===== src/rtl/eth_pkg.sv =====
// eth_pkg: Ethernet/ARP constants, TX state encoding and field bundle shared by
// the ARP transmit path and the CRC helper.
package eth_pkg;
    localparam logic [15:0] HTYPE         = 16'h0001;
    localparam logic [15:0] PTYPE         = 16'h0800;
    localparam logic [7:0]  HLEN          = 8'h06;
    localparam logic [7:0]  PLEN          = 8'h04;
    localparam logic [15:0] OPER_RQ       = 16'h0001;
    localparam logic [15:0] OPER_RESP     = 16'h0002;
    localparam logic [15:0] ETHERTYPE_ARP = 16'h0806;
    localparam logic [47:0] MAC_BCAST     = 48'hFFFF_FFFF_FFFF;
    localparam logic [47:0] MAC_Z         = 48'h0;
    localparam logic [7:0]  PREAMBLE_BYTE = 8'h55;
    localparam logic [7:0]  SFD_BYTE      = 8'hD5;
    localparam logic [31:0] CRC32_POLY    = 32'hEDB8_8320;
    localparam logic [31:0] CRC32_INIT    = 32'hFFFF_FFFF;

    localparam int PREAMBLE_LEN = 7;
    localparam int SFD_LEN      = 1;
    localparam int HEADER_LEN   = 14;
    localparam int PAYLOAD_LEN  = 28;
    localparam int PAD_LEN      = 18;
    localparam int FCS_LEN      = 4;

    typedef enum logic [2:0] {
        ARP_TX_IDLE,
        ARP_TX_PREAMBLE,
        ARP_TX_SFD,
        ARP_TX_HEADER,
        ARP_TX_PAYLOAD,
        ARP_TX_PAD,
        ARP_TX_FCS,
        ARP_TX_IFG
    } arp_tx_state_t;

    typedef struct packed {
        logic        oper;
        logic [47:0] local_mac;
        logic [31:0] local_ip;
        logic [47:0] target_mac;
        logic [31:0] target_ip;
    } arp_tx_fields_t;

    // IDLE and IFG report 1; the IFG length is a parameter of the user.
    function automatic int state_len(arp_tx_state_t s);
        return s == ARP_TX_PREAMBLE ? PREAMBLE_LEN :
               s == ARP_TX_SFD      ? SFD_LEN      :
               s == ARP_TX_HEADER   ? HEADER_LEN   :
               s == ARP_TX_PAYLOAD  ? PAYLOAD_LEN  :
               s == ARP_TX_PAD      ? PAD_LEN      :
               s == ARP_TX_FCS      ? FCS_LEN      : 1;
    endfunction

    function automatic arp_tx_state_t next_state(arp_tx_state_t s);
        return s == ARP_TX_PREAMBLE ? ARP_TX_SFD     :
               s == ARP_TX_SFD      ? ARP_TX_HEADER  :
               s == ARP_TX_HEADER   ? ARP_TX_PAYLOAD :
               s == ARP_TX_PAYLOAD  ? ARP_TX_PAD     :
               s == ARP_TX_PAD      ? ARP_TX_FCS     :
               s == ARP_TX_FCS      ? ARP_TX_IFG     : ARP_TX_IDLE;
    endfunction
endpackage


===== src/rtl/crc32_d8.sv =====
// crc32_d8: next CRC32 register value after one byte, reflected polynomial,
// LSB of the byte first. Purely combinational.
module crc32_d8
    import eth_pkg::*;
(
    input  logic [31:0] crc_i,
    input  logic [7:0]  data_i,
    output logic [31:0] crc_o
);
    always_comb begin
        crc_o = crc_i ^ {24'h0, data_i};
        for (int i = 0; i < 8; i++)
            crc_o = crc_o[0] ? (crc_o >> 1) ^ CRC32_POLY : crc_o >> 1;
    end
endmodule


===== src/rtl/arp_handler_tx.sv =====
// arp_handler_tx: serialises one Ethernet II ARP request/reply frame onto GMII TX
// per accepted request, followed by the inter-frame gap.
module arp_handler_tx
    import eth_pkg::*;
#(
    parameter int IFG_BYTES = 12
) (
    input  logic        mac_gmii_tx_clk,
    input  logic        mac_gmii_tx_rst,
    input  logic        arp_tx_req,
    input  logic        arp_tx_oper,
    input  logic [47:0] local_mac,
    input  logic [31:0] local_ip,
    input  logic [47:0] target_mac,
    input  logic [31:0] target_ip,
    output logic        arp_tx_ready,
    output logic        arp_tx_done,
    output logic [7:0]  mac_gmii_txd,
    output logic        mac_gmii_tx_en,
    output logic        mac_gmii_tx_er
);
    localparam int CNT_W = IFG_BYTES > 31 ? $clog2(IFG_BYTES) : 5;

    arp_tx_state_t    state_q, state_d;
    logic [CNT_W-1:0] cnt_q, cnt_d;
    arp_tx_fields_t   fields_q, fields_d;
    logic [31:0]      crc_q, crc_d, crc_next, fcs_sh;
    logic [7:0]       txd_q, txd_d;
    logic             tx_en_q, tx_en_d, done_q, done_d, ready_q, ready_d;
    logic             accept, cnt_last;
    logic [111:0]     hdr, hdr_sh;
    logic [223:0]     pay, pay_sh;
    int               last;

    // Everything is computed for the byte about to be registered (state_d/cnt_d),
    // so the output register holds the byte of the state it has just entered.
    always_comb begin
        last     = state_q == ARP_TX_IFG ? IFG_BYTES - 1 : state_len(state_q) - 1;
        cnt_last = int'(cnt_q) == last;
        accept   = state_q == ARP_TX_IDLE && arp_tx_req;
        fields_d = accept ? {arp_tx_oper, local_mac, local_ip, target_mac, target_ip} : fields_q;
        state_d  = accept ? ARP_TX_PREAMBLE :
                   (state_q != ARP_TX_IDLE && cnt_last) ? next_state(state_q) : state_q;
        cnt_d    = (accept || cnt_last) ? '0 : cnt_q + CNT_W'(1);
        hdr      = {fields_q.oper ? fields_q.target_mac : MAC_BCAST, fields_q.local_mac, ETHERTYPE_ARP};
        pay      = {HTYPE, PTYPE, HLEN, PLEN, fields_q.oper ? OPER_RESP : OPER_RQ,
                    fields_q.local_mac, fields_q.local_ip,
                    fields_q.oper ? fields_q.target_mac : MAC_Z, fields_q.target_ip};
        hdr_sh   = hdr << {cnt_d, 3'b000};
        pay_sh   = pay << {cnt_d, 3'b000};
        fcs_sh   = ~crc_q >> {cnt_d, 3'b000};
        txd_d    = state_d == ARP_TX_PREAMBLE ? PREAMBLE_BYTE :
                   state_d == ARP_TX_SFD      ? SFD_BYTE      :
                   state_d == ARP_TX_HEADER   ? hdr_sh[111:104] :
                   state_d == ARP_TX_PAYLOAD  ? pay_sh[223:216] :
                   state_d == ARP_TX_FCS      ? fcs_sh[7:0]   : 8'h00;
        tx_en_d  = !(state_d inside {ARP_TX_IDLE, ARP_TX_IFG});
        done_d   = state_q == ARP_TX_FCS && cnt_last;
        ready_d  = state_d == ARP_TX_IDLE;
    end

    crc32_d8 u_crc (
        .crc_i  (crc_q),
        .data_i (txd_d),
        .crc_o  (crc_next)
    );

    // The register already holds all 60 frame bytes when the first FCS byte is formed.
    always_comb begin
        crc_d = state_d == ARP_TX_SFD ? CRC32_INIT :
                (state_d inside {ARP_TX_HEADER, ARP_TX_PAYLOAD, ARP_TX_PAD}) ? crc_next : crc_q;
    end

    always_ff @(posedge mac_gmii_tx_clk or posedge mac_gmii_tx_rst) begin
        if (mac_gmii_tx_rst) begin
            state_q  <= ARP_TX_IDLE;
            cnt_q    <= '0;
            fields_q <= '0;
            crc_q    <= CRC32_INIT;
            txd_q    <= 8'h00;
            tx_en_q  <= 1'b0;
            done_q   <= 1'b0;
            ready_q  <= 1'b1;
        end else begin
            state_q  <= state_d;
            cnt_q    <= cnt_d;
            fields_q <= fields_d;
            crc_q    <= crc_d;
            txd_q    <= txd_d;
            tx_en_q  <= tx_en_d;
            done_q   <= done_d;
            ready_q  <= ready_d;
        end
    end

    assign mac_gmii_txd   = txd_q;
    assign mac_gmii_tx_en = tx_en_q;
    assign mac_gmii_tx_er = 1'b0;
    assign arp_tx_done    = done_q;
    assign arp_tx_ready   = ready_q;
endmodule


===== config.mk =====
export PLATFORM = sky130hd
export DESIGN_NAME = arp_handler_tx
export DESIGN_NICKNAME = d
export VERILOG_FILES = /design/src/rtl/eth_pkg.sv /design/src/rtl/crc32_d8.sv /design/src/rtl/arp_handler_tx.sv
export SDC_FILE = /design/constraint.sdc
export NUM_CORES = 1
export LEC_CHECK = 0
export ABC_AREA = 1
export ABC_CLOCK_PERIOD_IN_PS = 8500
export BUFFER_PORTS_ARGS = -buffer_cell sky130_fd_sc_hd__buf_2
export CORE_ASPECT_RATIO = 1.75
export CORE_MARGIN = 3
export CORE_UTILIZATION = 59
export DETAILED_ROUTE_END_ITERATION = 8
export PLACE_DENSITY = 0.79
export SETUP_SLACK_MARGIN = 0.02
export SLEW_MARGIN = 0
export SYNTH_ARGS = -nofsm -noshare
export SYNTH_HDL_FRONTEND = slang
export SYNTH_SLANG_ARGS = --single-unit

===== constraint.sdc =====
create_clock -name mac_gmii_tx_clk -period 8.5 [get_ports mac_gmii_tx_clk]
set_clock_uncertainty 0.05 [all_clocks]
set_input_delay 1.275 -clock mac_gmii_tx_clk [delete_from_list [all_inputs] [get_ports mac_gmii_tx_clk]]
set_output_delay 1.275 -clock mac_gmii_tx_clk [all_outputs]
set_load 0.005 [all_outputs]

-- After elaboration in Yosys (flattened, before gate mapping)
Cells that the tools add are included.
- logic and storage cells: 87
- output and inout bits: 12
- bits of input ports: 164
- flip-flop bits (word level): 212
- bitwise gates (word level): 10
- shift operators: 3
- reductions and logical operators: 11
- mux-type cells: 34
- equal/unequal tests: 15
- add/subtract/negate cells: 2
- operator list (kind ; number):
    $mux W32 ; 11
    $shl A209 B8 Y224 ; 1
    $not A13 Y14 ; 8
    $shl A112 B8 Y112 ; 1
    $mux W48 ; 2
    $mux W8 ; 5
    $eq A6 B32 Y1 ; 1
    $not A32 Y32 ; 1
    $shr A32 B8 Y8 ; 1
    $xor A32 B8 Y32 ; 1
    $mux W5 ; 6
    $mux W3 ; 9
    $eq A3 B3 Y1 const B ; 8
    $eq A3 B2 Y1 const B ; 4
    $eq A3 B1 Y1 const B ; 2
    $logic_not A3 Y1 ; 2
    $reduce_bool A3 Y1 ; 2
    $sub A5 B1 Y6 const B ; 1
    $add A5 B1 Y5 const B ; 1
    $reduce_bool A2 Y1 ; 2
    $logic_and A1 B1 Y1 ; 3
    $mux W2 ; 1
    $logic_not A1 Y1 ; 1
    $logic_or A1 B1 Y1 ; 1

-- Logic depth before layout (Yosys ltp)
Gate-level depths: netlist (run 1).
- depth after elaboration: 38
- depth in mapped cells: 40
- depth with buffers taken out: 40

-- Cells and area by module
Synthesis (run 1) repeated with hierarchy kept, for this count alone.
- cells, all modules: 1832
- area total of the unflattened synthesis: 12904.9 um^2
- modules (own cells, without submodules) (module ; instances ; cells an instance ; seq. area each (um^2) ; area each (um^2)):
    arp_handler_tx ; 1 ; 1609 ; 5346.4 ; 11638.7
    crc32_d8 ; 1 ; 223 ; 0.0 ; 1266.2

-- Worst setup path before layout (run 1)
OpenSTA, ideal clock, no wires.
- kind: reg-to-reg
- from: register state_q[0]
- to: register crc_q[26]
- library setup time: 0.077 ns
- data required time: 8.373 ns
- arrival time: 3.775 ns
- path buffers: 2
- stages on the path, launching flop included: 38
- setup slack: 4.598 ns
- period minus slack after synthesis: 3.902 ns
- cells stage by stage: dfrtp_1 > inv_1 > ha_1 > nand2_1 > nand2_1 > o21ai_1 > inv_1 > ha_1 > nand2_1 > xor2_1 > inv_1 > nand2_1 > nor2_2 > nand2_1 > nor2_2 > nand3_4 > nand3_4 > buf_6 > [... 2 more ...] > a21oi_1 > nand3_1 > nand3_1 > nand2_1 > nand2_1 > nand2_1 > nand2_1 > nand2_1 > nand2_1 > nand2_1 > nand2_1 > nand2_2 > nand2_1 > nand2_2 > nor2_2 > nand2_1 > nand3_1 > nand2_1
- word-level cells in the longest chain between the ends: 34
- elaborated cells between the ends (all ways): 63
- those cells by class: add/sub: 1; eq/ne: 14; shift: 3; mux: 31; bitwise: 7; reduce/logical: 7
- RTL lines (what ; RTL line ; text):
    from (decl) ; arp_handler_tx.sv:24 ; arp_tx_state_t state_q, state_d;
    from (signal assigned) ; arp_handler_tx.sv:85 ; state_q <= state_d;
    parallel branches: the longest is 34 deep, another holds $sub A5 B1 Y6 ; n/a ;
    to (signal assigned) ; arp_handler_tx.sv:88 ; crc_q <= crc_d;
    to (decl) ; arp_handler_tx.sv:27 ; logic [31:0] crc_q, crc_d, crc_next, fcs_sh;
Parallel ways; which one is timed is not known. The select of a mux whose other input is x is not followed.
A chain may end at the register's enable or synchronous reset.

-- Final worst setup path (run 1)
- from: register state_q[0]
- to: register crc_q[17]
- word-level cells in the longest chain between the ends: 34
- elaborated cells between the ends (all ways): 61
- those cells by class: add/sub: 1; eq/ne: 14; shift: 3; mux: 31; bitwise: 5; reduce/logical: 7
- RTL lines (what):
    parallel branches: the longest is 34 deep, another holds $sub A5 B1 Y6
Parallel ways; which one is timed is not known. The select of a mux whose other input is x is not followed.

==> impl_metrics.toml, run 1 <==
[worst_hold_path]
hold_class = "reg -> reg"
hold_path_startpoint = "fields_q[0]"

[yosys]
seq_area_frac_synth_pct = 41.29
synthXorXnorAreaFrac_pct = 1.817
synth_top_family_by_area = "simple AND/OR/NAND/NOR gates"
synth-compound-area-share_pct = 9.392
ys_top_cells_by_area = "dfrtp_1 35%, nand2_1 26%, dfstp_2 6.7%, inv_1 4.8%, nand3_1 4.2%"
yosysWarnings = 0
synthMostInstantiatedCell = "nand2_1"
synth_common_cells = "907 x nand2_1, 179 x dfrtp_1, 164 x inv_1, 109 x nand3_1, 96 x o21ai_0"
avgSynthCellArea_sq_um = 6.741
syn_area_sq_um = 12950
yosys.area_share.adder_pct = 0.5798
synth_flop_cell = "dfrtp_1"
synthMuxAreaShare_pct = 0.1546
yosysTopAreaCellShare_pct = 34.59
synth_cell_types = 45
async_reset_ff_share_pct = 100.0
synth_top_cell_by_area = "dfrtp_1"
synth_simple_gate_area_share_pct = 37.72
synth-edff-count = 0
ys_ff_latch = 212
syn_nets = 2091
synth_cells = 1921

[sta]
worstMarginPinSlew_ns = 1.095
hold_violations = 0
timing.final.max_slew_violations = 0
finalSetupViolations = 0
fmax_mhz = 167.1
post-route-period-util_pct = 70.40
holdWs_ns = 0.4274
period_minus_slack_ns = 5.984
rsz0062_at_grt = "no"
setup_tns_ns = 0
relSlewSlack_pct = 26.93

[detailed_routing]
via_per_inst = 5.551
vias = 12984
avgRoutedWirePerCell_um = 18.13
antenna_left = 0
drc_errors = 0
firstDrtPassIters = 6
drt_iter0_drc = 1078
routed_wl_um = 42420

[floorplanning]
start_util_pct = 60.23
io_pins = 176
dieArea_sq_um = 23830
die_width_um = 118.0
placementRows = 71
fp.coreArea_sq_um = 21500
die_y_um = 202.0

[finish]
post-route-util_pct = 67.19
syn2layout_area_growth_pct = 11.55
diodes = 0
drive_gt1_share_pct = 15.58
nets = 2205

[global_routing]
grt_pass1_wl_um = 66520
antenna_found_initial = 0
first_global_vias = 12628
grt-ovfl-total = 0
grt_start_max_net_pins = 138
track_usage_pct = 35.22

[placed_design]
io_buffers = 174
gp_congestion = 0.9757
hpwl_um = 30910

[worst_setup_path]
critPathKind = "reg -> reg"
path_max_fanout = 73
cp_data_required_time_ns = 8.90
cp.arrival_ns = 6.38
r2r-start = "state_q[0]"
slowest_stage = "nand3_4"
cpPeakStageDelay_ns = 0.53
startpoint_type = "flop"
path_common_cell = "nand2_1"
startpoint = "state_q[0]"
end_kind = "flop"

[clock_network]
cts-root-buf = "clkbuf_16"
clock-sinks = 212
h-tree-depth = 1
cts.path.max_buffers = 3
cts_tree = "done"
hold_buffers = 0
postCtsResizedCells = 0
post_cts_buffers = 0
clock_insertion_delay_worst_skew_ns = 0.52
numCtsBuffers = 21
clk_pin_slew_ns = 0.06

[run]
drv_cap = 0

[run_status]
outcome = "complete, no violations"
per-stage QoR:
stage | instances | worst slack (ns) | instance area (sq um)
finish | 2339 | 2.516 | 14440
global route | 2339 | 1.988 | 14440
CTS | 2339 | 2.659 | 14440
detailed placement | 2304 | 2.690 | 13810
global placement | 2304 | 2.852 | 13810
floorplan | 1921 | 1.435 | 12950
worst max-delay path, delay by kind of cell, from the launching register on:
kind                     cells  cell delay (ns)
AO/OA/AOI/OAI                2             0.30
flip-flops                   1             0.38
buffers and inverters        6             0.80
XOR/XNOR                     1             0.15
adder cells (fa/ha/maj)      2             0.55
AND/OR/NAND/NOR             26             3.64
layout by cell type (no fill, tap or decap), types with 3 or more instances in the layout:
cell type	n
or2_1	3
nor2_1	78
o21ai_1	30
a21oi_2	5
o211ai_1	22
ha_1	6
nand3_1	108
nand2_1	907
nand4_1	30
clkbuf_16	21
buf_2	174
or2_2	4
xor2_1	23
nand3_4	3
a21oi_1	39
nand4_2	3
nand2_2	23
buf_4	10
nor2_2	8
dfstp_2	33
o21ai_0	96
nand2_4	5
inv_2	13
nor3_1	6
o22ai_1	15
inv_1	162
clkbuf_1	7
dfrtp_1	179
path summary, 6_finish.rpt:
kind	to	slack (ns)	cells after the start
hold / removal	fields_q[0]	0.43	2
setup / recovery	crc_q[17]	2.52	37
min in group asynchronous	fields_q[137]	0.94	2
max in group asynchronous	fields_q[155]	5.88	3
hold reg to reg	fields_q[0]	0.43	2
setup reg to reg	crc_q[17]	2.52	37
layer usage:
layer	track usage [%]	up-vias	part of all wire (%)
met2	61.60	595	51
met5	0	-	0
li1	-	6227	-
met4	24.19	0	7.8
met3	3.891	167	5.7
met1	40.21	5995	36
kinds of logic (layout without fill, tap and decap cells):
| group | after synthesis | in the layout |
|---|---|---|
| and+or+nand+nor | 1184 | 1184 |
| buffers and inverters | 273 | 399 |
| AOI/OAI and AO/OA | 217 | 217 |
| DFF | 212 | 212 |
| xor gates and xnor gates | 26 | 26 |
| adders and majority gates | 6 | 6 |
| muxes | 2 | 2 |
| other | 1 | 1 |
state kept, by name, summed over array words and instances, names as in the netlist:
signal / flops
cnt_q: 5
crc_q: 32
arp_tx_done: 1
mac_gmii_tx_en: 1
fields_q: 161
state_q: 3
mac_gmii_txd: 8
arp_tx_ready: 1
area by class of cell:
| cell class | instances | area, sq um |
|---|---|---|
| tap | 292 | 365.4 |
| sequential | 212 | 5346 |
| clock inverter | 5 | 55.05 |
| inverter | 179 | 684.4 |
| multi-input combinational | 1436 | 6447 |
| timing repair buffer | 185 | 965.9 |
| clock buffer | 30 | 579.3 |
| fill | 1999 | 7054 |
Power of run 1 is not shown: default switching activity piles up to over one toggle a cycle in this logic, so the estimate is an artifact.
==> inputs of run 2 (changes only) <==
--- a/config.mk
+++ b/config.mk
@@ -6,13 +6,13 @@
 export NUM_CORES = 1
 export LEC_CHECK = 0
 export ABC_AREA = 1
-export ABC_CLOCK_PERIOD_IN_PS = 8500
+export ABC_CLOCK_PERIOD_IN_PS = 5300
 export BUFFER_PORTS_ARGS = -buffer_cell sky130_fd_sc_hd__buf_2
 export CORE_ASPECT_RATIO = 1.75
 export CORE_MARGIN = 3
-export CORE_UTILIZATION = 59
+export CORE_UTILIZATION = 53
 export DETAILED_ROUTE_END_ITERATION = 8
-export PLACE_DENSITY = 0.79
+export PLACE_DENSITY = 0.75
 export SETUP_SLACK_MARGIN = 0.02
 export SLEW_MARGIN = 0
 export SYNTH_ARGS = -nofsm -noshare
==> constraint.sdc (replaced) <==
create_clock -name mac_gmii_tx_clk -period 5.3 [get_ports mac_gmii_tx_clk]
set_clock_uncertainty 0.05 [all_clocks]
set_input_delay 0.795 -clock mac_gmii_tx_clk [delete_from_list [all_inputs] [get_ports mac_gmii_tx_clk]]
set_output_delay 0.795 -clock mac_gmii_tx_clk [all_outputs]
set_load 0.005 [all_outputs]
==> run 2 against run 1 <==
Net effect:
- first-iteration DRC count up 22%
- routed wire length grew 2.1%
- maximum frequency up 23%
- final cell count increased by 3.0%
- global-route usage fell by 2.9 points
- critical path depth unchanged
- critical path type unchanged
- critical endpoint is now crc_q[26]
- largest cell class unchanged
- highest routed layer unchanged
==> impl_metrics.toml, run 2 (same netlist as run 1, synthesis figures left out) <==
[run_status]
outcome = "complete, no violations"

[finish]
mostFrequentLayoutCell = "nand2_1"
ff_latch_area_sq_um = 5346
nets = 2258
drive_gt1_share_pct = 18.60
fillers = 2272
syn2layout_area_growth_pct = 16.28
diodes = 0
multi_input_area_sq_um = 6558
layout_common_cells = "902 x nand2_1, 179 x dfrtp_1, 174 x buf_2, 162 x inv_1, 107 x nand3_1"
largest_register = "fields_q"
largest_reg_flops = 161

[sta]
setup_tns_ns = 0
worstMarginPinSlew_ns = 1.020
hold_violations = 0
rsz0062_at_grt = "yes"
post-route-period-util_pct = 92.02
timing.final.max_slew_violations = 0
finalSetupViolations = 0
period_minus_slack_ns = 4.877
relSlewSlack_pct = 32.02
fmax_mhz = 205.0

[detailed_routing]
via_per_inst = 5.520
dr.max_layer_used = "met4"
routed_wl_um = 43300
route.met2.wl_um = 21970
firstDrtPassIters = 6
antenna_left = 0
routed-wl-met3_um = 2652
drt-met1-wl_um = 15400
vias = 13302
avgRoutedWirePerCell_um = 17.97
drc_errors = 0
drt_iter0_drc = 1314

[global_routing]
grt-ovfl-total = 0
antenna_found_initial = 1
grt_start_max_net_pins = 125
grt_pass1_wl_um = 66610
track_usage_pct = 32.34
first_global_vias = 13004

[clock_network]
clock_insertion_delay_worst_skew_ns = 0.52
cts.path.max_buffers = 3
cts-root-buf = "clkbuf_16"
cts_tree = "done"
clk_pin_slew_ns = 0.06
hold_buffers = 0
numCtsBuffers = 21
clock-sinks = 212
h-tree-depth = 1

[floorplanning]
start_util_pct = 53.90
die_width_um = 124.2
fp.coreArea_sq_um = 24020
die_y_um = 212.8
io_pins = 176
dieArea_sq_um = 26420
placementRows = 75

[worst_setup_path]
critPathKind = "reg -> reg"
cp_data_required_time_ns = 5.70
end_kind = "flop"
startpoint = "state_q[0]"
startpoint_type = "flop"
cp.arrival_ns = 5.27
cpPeakStageDelay_ns = 0.38
r2r-start = "state_q[0]"
path_common_cell = "nand2_1"
slowest_stage = "dfrtp_1"
path_max_fanout = 12

[placed_design]
io_buffers = 174
gp_congestion = 1.041
hpwl_um = 31390

[worst_hold_path]
hold_class = "in -> async"

[run]
drv_cap = 0
## run 2: cell count changes in the layout (fill, tap and decap cells not counted), moves of 3 or more
cell	change
nand3_2	+3
nand2_2	+3
clkbuf_1	-4
nand2_4	+3
buf_4	+47
nand2_1	-5
## run 2: what timing repair did
action	CTS	global route
resized for setup	0	23
endpoints found under the setup margin	0	24
setup buffers	0	23
## run 2: layout make-up
type                       instances  area share (%)
timing repair buffer             234           9.058
clock inverter                    10          0.9224
clock buffer                      27           3.839
tap                              308           2.559
inverter                         179           4.562
multi-input combinational       1440           43.55
sequential                       212           35.51
## run 2: final timing paths
check | slack, ns | cells after the start | end
max | 0.42 | 37 | crc_q[26]
min | 0.27 | 2 | fields_q[84]
max reg2reg | 0.42 | 37 | crc_q[26]
min reg2reg | 0.43 | 2 | fields_q[116]
max in group asynchronous | 3.73 | 3 | fields_q[97]
min in group mac_gmii_tx_clk | 0.42 | 3 | fields_q[50]
## run 2: metrics by stage
stage	hold WS, ns	worst slack (ns)	utilization (%)	area (sq um)	std cells
after detailed placement	0.4130	0.1987	58.42	14030	2346
after global routing	0.2998	0.0003588	62.68	15060	2410
after CTS	0.2735	0.1701	61.40	14750	2383
after floorplan	0.3907	1.398	-	12950	1921
after global placement	0.4103	0.3488	58.42	14030	2346
final	0.2703	0.4230	62.68	15060	2410
## run 2: metal layers
layer	global-route usage, %	vias up
met1	37.51	6149
met2	56.02	622
li1	-	6335
met5	0	-
met4	20.01	0
met3	3.923	196
## run 2: worst max-delay path: cells and delay by family, from the launching register on
family | cells | cell delay (ns)
and+or+nand+nor | 27 | 2.77
buffers and inverters | 5 | 0.60
adders and majority gates | 2 | 0.50
DFF | 1 | 0.38
AOI/OAI and AO/OA | 2 | 0.33
xor gates and xnor gates | 1 | 0.15
Power of run 2 is left out for the same reason.
